<file path="src/rtl/cdm8_mon_pkg.sv">
// Shared types and constants for the CDM8 approximate-multiplier error monitor.
package cdm8_mon_pkg;

  localparam int W_DEF = 8;
  localparam int P_W   = 2 * W_DEF;
  localparam int ED_W  = 2 * W_DEF;

  // All-ones source; slice it to a width to get that width's saturation limit.
  localparam logic [63:0] SAT_ONES = '1;

  typedef enum logic [1:0] {
    IDLE  = 2'd0,
    RUN   = 2'd1,
    DRAIN = 2'd2,
    DONE  = 2'd3
  } state_e;

endpackage

</file>
<file path="src/rtl/cdm8_ed_stage.sv">
// Stage 1 of the monitor pipeline: registers the sample and its exact product,
// then presents the error distance |exact - r| combinationally from those flops.
module cdm8_ed_stage
  import cdm8_mon_pkg::*;
#(
  parameter int W = W_DEF
) (
  input  logic           clk,
  input  logic           rst,
  input  logic           in_vld,
  input  logic [W-1:0]   in_a,
  input  logic [W-1:0]   in_b,
  input  logic [2*W-1:0] in_r,
  output logic           out_vld,
  output logic [W-1:0]   out_a,
  output logic [W-1:0]   out_b,
  output logic [2*W-1:0] out_ed
);

  logic           vld_q, vld_d;
  logic [W-1:0]   a_q, a_d;
  logic [W-1:0]   b_q, b_d;
  logic [2*W-1:0] r_q, r_d;
  logic [2*W-1:0] exact_q, exact_d;

  logic signed [2*W:0] diff;
  logic        [2*W:0] mag;

  always_comb begin
    vld_d   = in_vld;
    a_d     = a_q;
    b_d     = b_q;
    r_d     = r_q;
    exact_d = exact_q;
    if (in_vld) begin
      a_d     = in_a;
      b_d     = in_b;
      r_d     = in_r;
      exact_d = {{W{1'b0}}, in_a} * {{W{1'b0}}, in_b};
    end
  end

  always_ff @(posedge clk or posedge rst) begin
    if (rst) begin
      vld_q   <= 1'b0;
      a_q     <= '0;
      b_q     <= '0;
      r_q     <= '0;
      exact_q <= '0;
    end else begin
      vld_q   <= vld_d;
      a_q     <= a_d;
      b_q     <= b_d;
      r_q     <= r_d;
      exact_q <= exact_d;
    end
  end

  // One extra bit keeps the sign of exact - r; the magnitude always fits in 2W.
  always_comb begin
    diff = $signed({1'b0, exact_q}) - $signed({1'b0, r_q});
    mag  = diff[2*W] ? -diff : diff;
  end

  assign out_vld = vld_q;
  assign out_a   = a_q;
  assign out_b   = b_q;
  assign out_ed  = mag[2*W-1:0];

endmodule

</file>
<file path="src/rtl/cdm8_err_monitor.sv">
// Streaming error-metrics engine: accepts (A, B, R) samples for one frame and
// accumulates count, error count, saturating sum and first-occurrence max of |A*B - R|.
module cdm8_err_monitor
  import cdm8_mon_pkg::*;
#(
  parameter int W     = W_DEF,
  parameter int ACC_W = 32,
  parameter int CNT_W = 17
) (
  input  logic             clk,
  input  logic             rst,
  input  logic             start,
  input  logic             in_valid,
  output logic             in_ready,
  input  logic [W-1:0]     in_a,
  input  logic [W-1:0]     in_b,
  input  logic [2*W-1:0]   in_r,
  input  logic             in_last,
  output logic             busy,
  output logic             done,
  output logic [CNT_W-1:0] sample_cnt,
  output logic [CNT_W-1:0] err_cnt,
  output logic [ACC_W-1:0] sum_ed,
  output logic [2*W-1:0]   max_ed,
  output logic [W-1:0]     max_a,
  output logic [W-1:0]     max_b,
  output logic             sat
);

  localparam int EW    = 2 * W;
  localparam int SUM_W = ((ACC_W > EW) ? ACC_W : EW) + 1;
  localparam logic [CNT_W-1:0] CNT_MAX = SAT_ONES[CNT_W-1:0];
  localparam logic [ACC_W-1:0] ACC_MAX = SAT_ONES[ACC_W-1:0];

  state_e state_q, state_d;

  logic accept;
  logic clear;

  logic          s1_vld;
  logic [W-1:0]  s1_a, s1_b;
  logic [EW-1:0] s1_ed;

  logic          s2_vld_q, s2_vld_d;
  logic [W-1:0]  s2_a_q, s2_a_d;
  logic [W-1:0]  s2_b_q, s2_b_d;
  logic [EW-1:0] s2_ed_q, s2_ed_d;

  logic [CNT_W-1:0] sample_cnt_q, sample_cnt_d;
  logic [CNT_W-1:0] err_cnt_q, err_cnt_d;
  logic [ACC_W-1:0] sum_ed_q, sum_ed_d;
  logic [EW-1:0]    max_ed_q, max_ed_d;
  logic [W-1:0]     max_a_q, max_a_d;
  logic [W-1:0]     max_b_q, max_b_d;
  logic             sat_q, sat_d;

  logic [SUM_W-1:0] sum_ext;
  logic [SUM_W-1:0] sum_lim;

  assign accept = in_valid & (state_q == RUN);
  assign clear  = start & ((state_q == IDLE) | (state_q == DONE));

  cdm8_ed_stage #(.W(W)) u_ed_stage (
    .clk     (clk),
    .rst     (rst),
    .in_vld  (accept),
    .in_a    (in_a),
    .in_b    (in_b),
    .in_r    (in_r),
    .out_vld (s1_vld),
    .out_a   (s1_a),
    .out_b   (s1_b),
    .out_ed  (s1_ed)
  );

  // DRAIN can never accept, so once stage 1 is empty the stage-2 sample (if any)
  // retires on this edge and the metrics are final together with done.
  always_comb begin
    state_d = state_q;
    case (state_q)
      IDLE, DONE: if (start) state_d = RUN;
      RUN:        if (accept && in_last) state_d = DRAIN;
      DRAIN:      if (!s1_vld) state_d = DONE;
      default:    state_d = IDLE;
    endcase
  end

  always_comb begin
    s2_vld_d = s1_vld;
    s2_a_d   = s2_a_q;
    s2_b_d   = s2_b_q;
    s2_ed_d  = s2_ed_q;
    if (s1_vld) begin
      s2_a_d  = s1_a;
      s2_b_d  = s1_b;
      s2_ed_d = s1_ed;
    end
  end

  always_comb begin
    sample_cnt_d = sample_cnt_q;
    err_cnt_d    = err_cnt_q;
    sum_ed_d     = sum_ed_q;
    max_ed_d     = max_ed_q;
    max_a_d      = max_a_q;
    max_b_d      = max_b_q;
    sat_d        = sat_q;
    sum_ext      = {{(SUM_W-ACC_W){1'b0}}, sum_ed_q} + {{(SUM_W-EW){1'b0}}, s2_ed_q};
    sum_lim      = {{(SUM_W-ACC_W){1'b0}}, ACC_MAX};
    if (clear) begin
      sample_cnt_d = '0;
      err_cnt_d    = '0;
      sum_ed_d     = '0;
      max_ed_d     = '0;
      max_a_d      = '0;
      max_b_d      = '0;
      sat_d        = 1'b0;
    end else if (s2_vld_q) begin
      if (sample_cnt_q == CNT_MAX) sat_d = 1'b1;
      else                         sample_cnt_d = sample_cnt_q + 1'b1;
      if (s2_ed_q != '0) begin
        if (err_cnt_q == CNT_MAX) sat_d = 1'b1;
        else                      err_cnt_d = err_cnt_q + 1'b1;
      end
      if (sum_ext > sum_lim) begin
        sum_ed_d = ACC_MAX;
        sat_d    = 1'b1;
      end else begin
        sum_ed_d = sum_ext[ACC_W-1:0];
      end
      // Strictly greater: a later tie keeps the earliest location.
      if (s2_ed_q > max_ed_q) begin
        max_ed_d = s2_ed_q;
        max_a_d  = s2_a_q;
        max_b_d  = s2_b_q;
      end
    end
  end

  always_ff @(posedge clk or posedge rst) begin
    if (rst) begin
      state_q      <= IDLE;
      s2_vld_q     <= 1'b0;
      s2_a_q       <= '0;
      s2_b_q       <= '0;
      s2_ed_q      <= '0;
      sample_cnt_q <= '0;
      err_cnt_q    <= '0;
      sum_ed_q     <= '0;
      max_ed_q     <= '0;
      max_a_q      <= '0;
      max_b_q      <= '0;
      sat_q        <= 1'b0;
    end else begin
      state_q      <= state_d;
      s2_vld_q     <= s2_vld_d;
      s2_a_q       <= s2_a_d;
      s2_b_q       <= s2_b_d;
      s2_ed_q      <= s2_ed_d;
      sample_cnt_q <= sample_cnt_d;
      err_cnt_q    <= err_cnt_d;
      sum_ed_q     <= sum_ed_d;
      max_ed_q     <= max_ed_d;
      max_a_q      <= max_a_d;
      max_b_q      <= max_b_d;
      sat_q        <= sat_d;
    end
  end

  assign in_ready   = (state_q == RUN);
  assign busy       = (state_q == RUN) | (state_q == DRAIN);
  assign done       = (state_q == DONE);
  assign sample_cnt = sample_cnt_q;
  assign err_cnt    = err_cnt_q;
  assign sum_ed     = sum_ed_q;
  assign max_ed     = max_ed_q;
  assign max_a      = max_a_q;
  assign max_b      = max_b_q;
  assign sat        = sat_q;

endmodule

</file>
<file path="config.mk">
export PLATFORM = sky130hd
export DESIGN_NAME = cdm8_err_monitor
export DESIGN_NICKNAME = d
export VERILOG_FILES = /design/src/rtl/cdm8_mon_pkg.sv /design/src/rtl/cdm8_ed_stage.sv /design/src/rtl/cdm8_err_monitor.sv
export SDC_FILE = /design/constraint.sdc
export NUM_CORES = 1
export LEC_CHECK = 0
export BUFFER_PORTS_ARGS = -buffer_cell sky130_fd_sc_hd__buf_2
export CORE_MARGIN = 2
export CORE_UTILIZATION = 60
export CTS_CLUSTER_SIZE = 20
export DETAILED_ROUTE_END_ITERATION = 8
export GPL_TIMING_DRIVEN = 0
export HOLD_SLACK_MARGIN = 0.15
export PLACE_DENSITY = 0.81
export SYNTH_ARGS = -nofsm -noshare
export SYNTH_HDL_FRONTEND = slang
export SYNTH_SLANG_ARGS = --single-unit
</file>
<file path="constraint.sdc">
create_clock -name clk -period 6 [get_ports clk]
set_input_delay 0.3 -clock clk [delete_from_list [all_inputs] [get_ports clk]]
set_output_delay 0.3 -clock clk [all_outputs]
set_load 0.03 [all_outputs]
</file>
# Word level (Yosys, flattened, before mapping)
# Cells that the tools add are included.
dict set report word_totals {
  output_inout_bits 102
  input_bits 37
  regBits 183
  elab_cells 80
}
dict set report classes {
  n_addsub 5
  bitwise_logic 4
  reduce_logical 11
  eq_ne 10
  multipliers 1
  n_mux 30
  n_lt_le_gt_ge 2
}
# op n
set ops {}
lappend ops {{$mux W17} 7}
lappend ops {{$mux W32} 3}
lappend ops {{$mux W16} 4}
lappend ops {{$mux W8} 6}
lappend ops {{$add A17 B1 Y17 const B} 2}
lappend ops {{$eq A17 B17 Y1 const B} 2}
lappend ops {{$add A32 B16 Y33} 1}
lappend ops {{$gt A33 B32 Y1 const B} 1}
lappend ops {{$sub A16 B16 Y17} 1}
lappend ops {{$gt A16 B16 Y1} 1}
lappend ops {{$mul A8 B8 Y16} 1}
lappend ops {{$neg A16 Y16} 1}
lappend ops {{$reduce_bool A16 Y1} 1}
lappend ops {{$ne A2 B2 Y1 const B} 4}
lappend ops {{$mux W1} 6}
lappend ops {{$mux W2} 3}
lappend ops {{$pmux W2 S3} 1}
lappend ops {{$reduce_and A3 Y1} 2}
lappend ops {{$reduce_bool A2 Y1} 3}
lappend ops {{$eq A2 B2 Y1 const B} 2}
lappend ops {{$reduce_and A2 Y1} 2}
lappend ops {{$and A1 B1 Y1} 2}
lappend ops {{$eq A2 B1 Y1 const B} 1}
lappend ops {{$logic_not A2 Y1} 1}
lappend ops {{4 further kinds} 5}

# Longest topological paths before layout
# Gate-level depths: netlist (run 1).
dict set report logic_depth {
  depth_word 7
  ltp_mapped 18
  mapped_depth_nobuf 18
}

# By module
# From an unflattened synthesis (run 1), not the netlist that was laid out.
dict set report hier_totals {
  hier_cells 1262
  area_unflattened_um2 12144.1
}
# module instances area_per_inst_um2 seq_area_each_um2 cells_each
set modules_own_cells {}
lappend modules_own_cells {cdm8_err_monitor 1 7249.5 3353.2 748}
lappend modules_own_cells {cdm8_ed_stage 1 4894.7 1226.2 514}

# Worst setup path after synthesis (run 1)
# No wires, ideal clock.
dict set report synth_path {
  path_type {input -> register}
  startpoint {input port in_b[4]}
  endpoint {register u_ed_stage.exact_q[13]}
  path_stages 16
  slack_ns 1.911
  t_arrival_ns 3.964
  setup_ns 0.125
  n_path_buf 0
  path_cell_list {and2_1 > fa_1 > inv_1 > fa_1 > inv_1 > fa_1 > inv_1 > fa_1 > inv_1 > ha_1 > a21boi_0 > o211ai_1 > a21oi_1 > nor3_1 > xnor2_1 > mux2_2}
}
dict set report synth_between {
  elab_chain_cells 1
}
# element line_no
set synth_rtl {}
lappend synth_rtl {{from (decl)} cdm8_err_monitor.sv:16} ;# input logic [W-1:0] in_b,
lappend synth_rtl {{$mul A8 B8 Y16} cdm8_ed_stage.sv:39} ;# exact_d = {{W{1'b0}}, in_a} * {{W{1'b0}}, in_b};
lappend synth_rtl {{to (signal assigned)} cdm8_ed_stage.sv:55} ;# exact_q <= exact_d;
lappend synth_rtl {{to (decl)} cdm8_ed_stage.sv:24} ;# logic [2*W-1:0] exact_q, exact_d;
# No other way between the ends.
# A chain may end at the register's enable or synchronous reset.

# Worst setup path after layout (run 1)
dict set report layout_path {
  startpoint {input port in_b[4]}
  endpoint {register u_ed_stage.exact_q[15]}
}
# The elaborated chain is that of the path after synthesis.

==> reports/results.ini, run 1 <==
[clocking]
cts_sinks = 183
numCtsBuffers = 17
clock_latency_ns = 0.45
cts_max_level = 4
cts_setup_buffers = 0
cts_tree = done
clock_path_buffers = 2
clk_pin_slew_ns = 0.08
ctsRootBufferMaster = clkbuf_16

[layout]
drive_above_1_share_pct = 16.7
n_antenna_cell = 0
fin_util_pct = 70.2
fillers = 1506
final_nets = 1652
area_growth_syn_to_layout_pct = 15.1

[worst_setup_path]
critPathMaxStageDelay_ns = 0.54
worstPathMaxFanout = 9
crit_chain = buf_2 -> and2_1 -> fa_1 -> inv_1 -> fa_1 -> inv_1 -> fa_1 -> inv_1 -> fa_1 -> inv_1 -> ha_1 -> a21boi_0 -> o211ai_1 -> a21oi_1 -> o31ai_1 -> xnor2_1 -> o21ai_0
start_kind = primary input
slowest_stage = fa_1
crit_start = in_b[4]
crit_type = primary input to flip-flop
reg2reg_from = u_ed_stage.exact_q[0]
crit_required_ns = 6.31
path_buf_inv = 5
worstPathArrival_ns = 4.50
worstSetupEndpointType = flip-flop
crit_family = adder cells

[die]
fp.dieW_um = 147
start_util_pct = 61.0
num_rows = 52
die_h_um = 147
dieArea_sq_um = 21700
pin_count = 139
fp.coreArea_sq_um = 20200

[pwr]
power.density_nw_per_um2 = 560
power_leakage_nw = 6.82
ir_worst_vdd_uv = 348

[detailed_routing]
drt-initial-drc-count = 621
vias = 10400
vias_per_cell = 5.89
avgRoutedWirePerCell_um = 16.8
ant_nets = 0
drc = 0
drt_first_pass_iters = 5
wirelength_um = 29700

[synth]
syn_area_per_cell_sq_um = 9.43
synth_area_leaders = dfrtp_1 (37%), ha_1 (9.4%), fa_1 (6.2%)
yosys.area_share.simple_pct = 17.0
yosys_register_bits = 183
synth_fa_ha_area_share_pct = 15.6
synth_area_sq_um = 12300
yosys.area.top_type_share_pct = 37.1
synth_top_family_by_area = simple AND/OR/NAND/NOR gates
yosysSeqAreaShare_pct = 37.1
synth-async-reset-ratio_pct = 100
muxShareOfSynthArea_pct = 4.30
synth-compound-area-share_pct = 16.1
synth.largest_area_cell = dfrtp_1
yosysWarnings = 0
synth_nets = 1477
synthFlopType = dfrtp_1
synth_enable_flop_cells = 0
ys_types = 75
synthXorXnorAreaFrac_pct = 4.88
synthCells = 1309

[sta]
skew_ns = 0.0198
fmax_mhz = 239
maxSlewViolCount = 0
hold_violations = 0
setup_viol = 0
rsz0062_at_grt = no
setup_ws_ns = 1.81
fin_crit_ns = 4.19
worst_pin_slew_ns = 0.736
min_period_over_period_pct = 69.8
relSlewSlack_pct = 50.9

[grt]
antenna_found_initial = 0
gr-total-overflow = 0
grt_start_max_net_pins = 108
grtUsageTotal_pct = 27.8
grt_pass1_wl_um = 49200
grt_pass1_vias = 10100

[run_status]
run_status = completed

[place]
gp_congestion = 0.933
place_ws_ns = 1.39
io_buffers = 138
hpwl_um = 21900

[worst_hold_path]
min-delay-path-class = primary input to flip-flop
worstHoldStart = start

[run]
drv_cap = 0

==> Yosys cell counts, types with 15 or more instances <==
cell type,n
a21o_1,21
a21oi_1,91
and2_1,66
clkbuf_1,42
dfrtp_1,183
fa_1,38
ha_1,93
inv_1,106
mux2_2,40
nand2_1,82
nand3_1,59
nand4_1,15
nor2_1,86
nor3_1,27
o21ai_0,99
or3_1,15
xnor2_1,32
xor2_1,35
==> worst register-to-register path, cell delays in order (launching register included) <==
cell and delay [ns]:
dfrtp_1 0.36, inv_1 0.11, ha_1 0.18, inv_1 0.06, fa_1 0.44, a211oi_2 0.32, o21bai_1 0.15, a221oi_2 0.28
xnor2_1 0.22, nor4_4 0.41, a31oi_1 0.16, xnor2_1 0.17, mux2_2 0.26
==> flip-flops by register name, summed over array words and instances, names as in the netlist <==
register            flops
err_cnt                17
max_a                   8
max_b                   8
max_ed                 16
s2_a_q                  8
s2_b_q                  8
s2_ed_q                16
s2_vld_q                1
sample_cnt             17
sat                     1
state_q                 2
sum_ed                 32
u_ed_stage.exact_q     16
u_ed_stage.out_a        8
u_ed_stage.out_b        8
u_ed_stage.out_vld      1
u_ed_stage.r_q         16
==> layout by cell type (no fill, tap or decap), drive strengths merged, types with 3 or more instances in the layout <==
master / instances
o2111ai: 3
clkbuf: 59
mux2: 40
inv: 115
nand2: 82
nand2b: 5
dfrtp: 183
o31ai: 3
o21ai: 108
nor2: 86
a211oi: 12
nor2b: 9
and3b: 3
nor4: 7
clkinv: 8
a31oi: 24
mux2i: 8
and2: 67
or2: 4
a311oi: 4
and4b: 3
dlygate4sd3: 17
o41ai: 3
o21bai: 4
a21boi: 5
xor2: 36
nand3: 59
and4: 6
or3: 15
a21oi: 93
buf: 148
nor3: 28
xnor2: 32
o211ai: 3
o21a: 9
nand4: 15
a21o: 21
and3: 14
fa: 38
ha: 93
==> cell type report <==
type,count,area [sq um],share of cell area [%]
buffer,51,214,1.51
clock buffer,17,425,2.99
clock inverter,15,206,1.45
inverter,108,413,2.91
multi-input combinational,967,7150,50.3
sequential,183,4580,32.2
tap,270,338,2.38
timing repair buffer,156,888,6.25
==> through the flow <==
stage               total power [mW]  cell area, sq um  TNS, ns  std cells  hold WS (ns)
global route                    8.54             14200        0       1767         0.209
CTS                             7.91             14200        0       1767         0.167
finish                          7.95             14200        0       1767         0.169
floorplan                       5.58             12300        0       1309         0.389
global placement                6.52             13400  -195.34       1717         0.397
detailed placement              6.68             13400        0       1718         0.403
==> routing by layer <==
layer	up-vias	track usage, %	part of all wire [%]
met5	-	0	0
met4	0	9.95	2.7
met3	69	3.95	4.9
met2	337	46.3	49
met1	5075	37.6	43
li1	4920	-	-
==> logic make-up after synthesis <==
group	after synthesis
xor gates and xnor gates	68
muxes	48
buffers and inverters	159
DFF	183
and+or+nand+nor	407
AOI/OAI and AO/OA	313
adders and majority gates	131
==> final timing paths <==
kind,end,slack [ns],cells past startpoint
worst max register to register,s2_ed_q[13],2.76,12
worst min-delay path,state_q[1],0.17,3
max in group asynchronous,u_ed_stage.r_q[8],4.61,4
min in group asynchronous,sample_cnt[0],0.55,3
worst min register to register,s2_vld_q,0.44,0
worst max-delay path,u_ed_stage.exact_q[15],1.81,17
==> where the power goes <==
part	leakage (nW)	switching, mW	internal, mW
sequential	2.36	0.372	1.67
combinational	4.15	2.88	1.86
clock	0.304	0.592	0.578
total	6.82	3.85	4.11
==> timing repair <==
action,in CTS,in global routing
hold buffers,17,0
resized for setup,0,0
endpoints found under the hold margin,122,0
No activity file was read; power rests on OpenSTA's default activity.
==> run 2: changes to the inputs <==
--- a/config.mk
+++ b/config.mk
@@ -5,14 +5,15 @@
 export SDC_FILE = /design/constraint.sdc
 export NUM_CORES = 1
 export LEC_CHECK = 0
+export ABC_AREA = 1
 export BUFFER_PORTS_ARGS = -buffer_cell sky130_fd_sc_hd__buf_2
 export CORE_MARGIN = 2
-export CORE_UTILIZATION = 60
+export CORE_UTILIZATION = 54
 export CTS_CLUSTER_SIZE = 20
 export DETAILED_ROUTE_END_ITERATION = 8
 export GPL_TIMING_DRIVEN = 0
 export HOLD_SLACK_MARGIN = 0.15
-export PLACE_DENSITY = 0.81
+export PLACE_DENSITY = 0.77
 export SYNTH_ARGS = -nofsm -noshare
 export SYNTH_HDL_FRONTEND = slang
 export SYNTH_SLANG_ARGS = --single-unit
==> constraint.sdc (replaced) <==
create_clock -name clk -period 3.4 [get_ports clk]
set_input_delay 0.17 -clock clk [delete_from_list [all_inputs] [get_ports clk]]
set_output_delay 0.17 -clock clk [all_outputs]
set_load 0.03 [all_outputs]
==> run 2 against run 1 <==
Compared with the run above:
- the run now ends with setup timing left
- sequential power up 69%
- first-iteration DRC count increased by 62%
- register-to-register slack worse by 2.3 ns
- wire length grew 11%
- critical path depth rose by 6
- critical path type unchanged
- critical endpoint is now u_ed_stage.exact_q[14]
==> reports/results.ini, run 2 <==
[clocking]
numCtsBuffers = 17
ctsRootBufferMaster = clkbuf_16
clock_latency_ns = 0.44
clk_pin_slew_ns = 0.07
cts_max_level = 4
cts_tree = done
cts_sinks = 183
clock_path_buffers = 2

[synth]
synthCells = 1745
syn_area_per_cell_sq_um = 7.33
ys_types = 47
synthXorXnorAreaFrac_pct = 2.04
ys_top_cells_by_count = nand2_1 (582), inv_1 (279), dfrtp_1 (183)
synth-compound-area-share_pct = 9.18
synth_top_family_by_area = simple AND/OR/NAND/NOR gates
synth_nets = 1913
muxShareOfSynthArea_pct = 0
synth-async-reset-ratio_pct = 100
yosys.area_share.simple_pct = 27.9
synth.most_common_cell = nand2_1
yosysWarnings = 0
yosysSeqAreaShare_pct = 35.8
yosys.area.top_type_share_pct = 35.8
synthFlopType = dfrtp_1
synth_enable_flop_cells = 0
yosys_register_bits = 183
synth_area_sq_um = 12800
synth_fa_ha_area_share_pct = 15.0
synth_area_leaders = dfrtp_1 (36%), nand2_1 (17%), ha_1 (9.1%)
synth.largest_area_cell = dfrtp_1

[sta]
relSlewSlack_pct = 58.7
worst_pin_slew_ns = 0.618
min_period_over_period_pct = 109
skew_ns = 0.0143
tns_ns = -0.335
hold_violations = 0
rsz0062_at_grt = yes
hold_ws_ns = 0.182
fmax_mhz = 270
setup_ws_ns = -0.299
setup_viol = 2
fin_crit_ns = 3.70
maxSlewViolCount = 0

[grt]
gr-total-overflow = 0
grt_pass1_wl_um = 54200
grt_pass1_vias = 11300
grtUsageTotal_pct = 27.0
grt_start_max_net_pins = 43
antenna_found_initial = 0

[layout]
fin_cells = 2260
multi_input_area_sq_um = 7130
drive_above_1_share_pct = 13.7
largest_reg_flops = 32
layout_common_cells = nand2_1 (571), inv_1 (266), dfrtp_1 (183)
final_area_sq_um = 15200
area_growth_syn_to_layout_pct = 18.9
n_antenna_cell = 0
final_common_cell = nand2_1
final_nets = 2096
seq_area_sq_um = 4580
fillers = 2001

[worst_setup_path]
start_kind = primary input
r2r-end = s2_ed_q[15]
path_common_cell = fa_1
reg2reg_slack_ns = 0.43
worstPathMaxFanout = 9
crit_required_ns = 3.72
reg2reg_from = u_ed_stage.exact_q[0]
crit_type = primary input to flip-flop
critPathMaxStageDelay_ns = 0.52
worstPathArrival_ns = 4.02
crit_chain = clkbuf_16 -> nand2_4 -> inv_4 -> fa_1 -> inv_1 -> fa_1 -> inv_2 -> fa_1 -> inv_1 -> fa_1 -> inv_2 -> ha_4 -> inv_2 -> nor3_2 -> nand2_1 -> nand2_2 -> a21oi_2 -> or2_4 -> nand2_2 -> a21oi_2 -> or2_4 -> nand3_2 -> nand2_1
slowest_stage = fa_1
worstSetupEndpointType = flip-flop
worst_r2r_path_depth = 18

[worst_hold_path]
worstHoldStart = in_a[1]
min-delay-path-class = primary input to flip-flop
worstHoldEndpoint = u_ed_stage.exact_q[1]
holdPathStages = 6

[die]
fp.coreArea_sq_um = 23400
start_util_pct = 54.7
fp.dieW_um = 158
die_h_um = 158
pin_count = 139
num_rows = 56
dieArea_sq_um = 24900

[place]
io_buffers = 122
place_ws_ns = -0.789
hpwl_um = 25000
postPlaceCellArea_sq_um = 14200
dp_cells = 2190
gp_congestion = 0.923

[detailed_routing]
vias = 11900
wirelength_um = 33000
avgRoutedWirePerCell_um = 14.6
drc = 0
ant_nets = 0
vias_per_cell = 5.25
drt-initial-drc-count = 1006
drt_first_pass_iters = 5

[run]
drv_cap = 0

[run_status]
violations = setup timing
run_status = complete, but fails checks

[pwr]
p_sw_mw = 6.73
p_sw_share_pct = 50.8
pwr-share-clk_pct = 15.0
p_seq_share_pct = 26.0
power_leakage_nw = 8.46
power.density_nw_per_um2 = 870
power.share.combinational_pct = 59.0
ir_worst_vdd_uv = 483
p_int_mw = 6.52

[run 2: changes by cell type after synthesis, moves of 9 or more]
cell	before	now
a31oi_2	10	0
and2_1	66	2
xor2_1	35	17
mux2_2	40	0
inv_1	106	279
a21oi_1	91	69
and3_1	14	1
a21o_1	21	4
nor2b_1	9	0
nand3_1	59	103
xnor2_1	32	11
nand2_1	82	582
or3_1	15	0
a31oi_1	14	4
[run 2: worst max-delay path: cells and delay by family]
kind / cells / cell delay, ns
AO/OA/AOI/OAI: 2 / 0.12
AND/OR/NAND/NOR: 9 / 1.00
adder cells (fa/ha/maj): 5 / 2.28
buffers and inverters: 7 / 0.44
[run 2: worst max path at each step]
stage | startpoint | endpoint | slack (ns) | depth (start not counted)
2_1_floorplan | in_a[3] | u_ed_stage.exact_q[14] | -0.50 | 23
3_3_place_gp | in_a[4] | u_ed_stage.exact_q[14] | -0.75 | 23
3_5_place_dp | in_a[4] | u_ed_stage.exact_q[14] | -0.79 | 23
4_1_cts | in_a[3] | u_ed_stage.exact_q[14] | -0.25 | 23
5_1_grt | in_b[2] | u_ed_stage.exact_q[14] | -0.37 | 23
6_report | in_a[3] | u_ed_stage.exact_q[14] | -0.30 | 23
[run 2: timing repair]
item                                    in CTS  in global routing
gates resized for setup                      9                 26
endpoints found under the setup margin       1                  5
pin swaps                                    3                 19
hold endpoints to repair                    59                  1
setup buffers                                1                  4
hold buffers                                32                  1
[run 2: cell families (layout without fill, tap and decap cells)]
logic type                 count (synthesis)  count (layout)
AOI/OAI and AO/OA                        214             214
and+or+nand+nor                          852             852
xor gates and xnor gates                  29              29
buffers and inverters                    336             532
DFF                                      183             183
adders and majority gates                131             131
[run 2: per-layer routing]
layer	routed length [um]	GRT usage, %	vias up
met4	646	7.68	0
met3	1780	4.41	57
li1	-	-	5859
met1	14600	35.7	5549
met5	0	0	-
met2	16000	45.7	399
[run 2: cell type report]
| type | instances | share of cell area, % |
|---|---|---|
| timing repair buffer | 164 | 6.95 |
| clock buffer | 18 | 2.89 |
| inverter | 285 | 7.09 |
| tap | 319 | 2.62 |
| multi-input combinational | 1226 | 46.9 |
| clock inverter | 14 | 1.00 |
| buffer | 51 | 2.50 |
| sequential | 183 | 30.1 |
[run 2: power by group through the flow]
stage                     logic (mW)  registers (mW)  clock network (mW)
after floorplan                 5.35            3.73                   0
after global placement          7.36            3.45                   0
after detailed placement        7.54            3.47                   0
after CTS                       7.64            3.44                2.00
after global routing            8.81            3.52                2.11
final                           7.81            3.45                1.99
[run 2: per-stage QoR]
step                      util (%)  total power, mW
after floorplan                  -             9.08
after global placement        60.2             10.8
after detailed placement      60.5             11.0
after CTS                     64.7             13.1
after global routing          65.0             14.4
final                         65.0             13.2
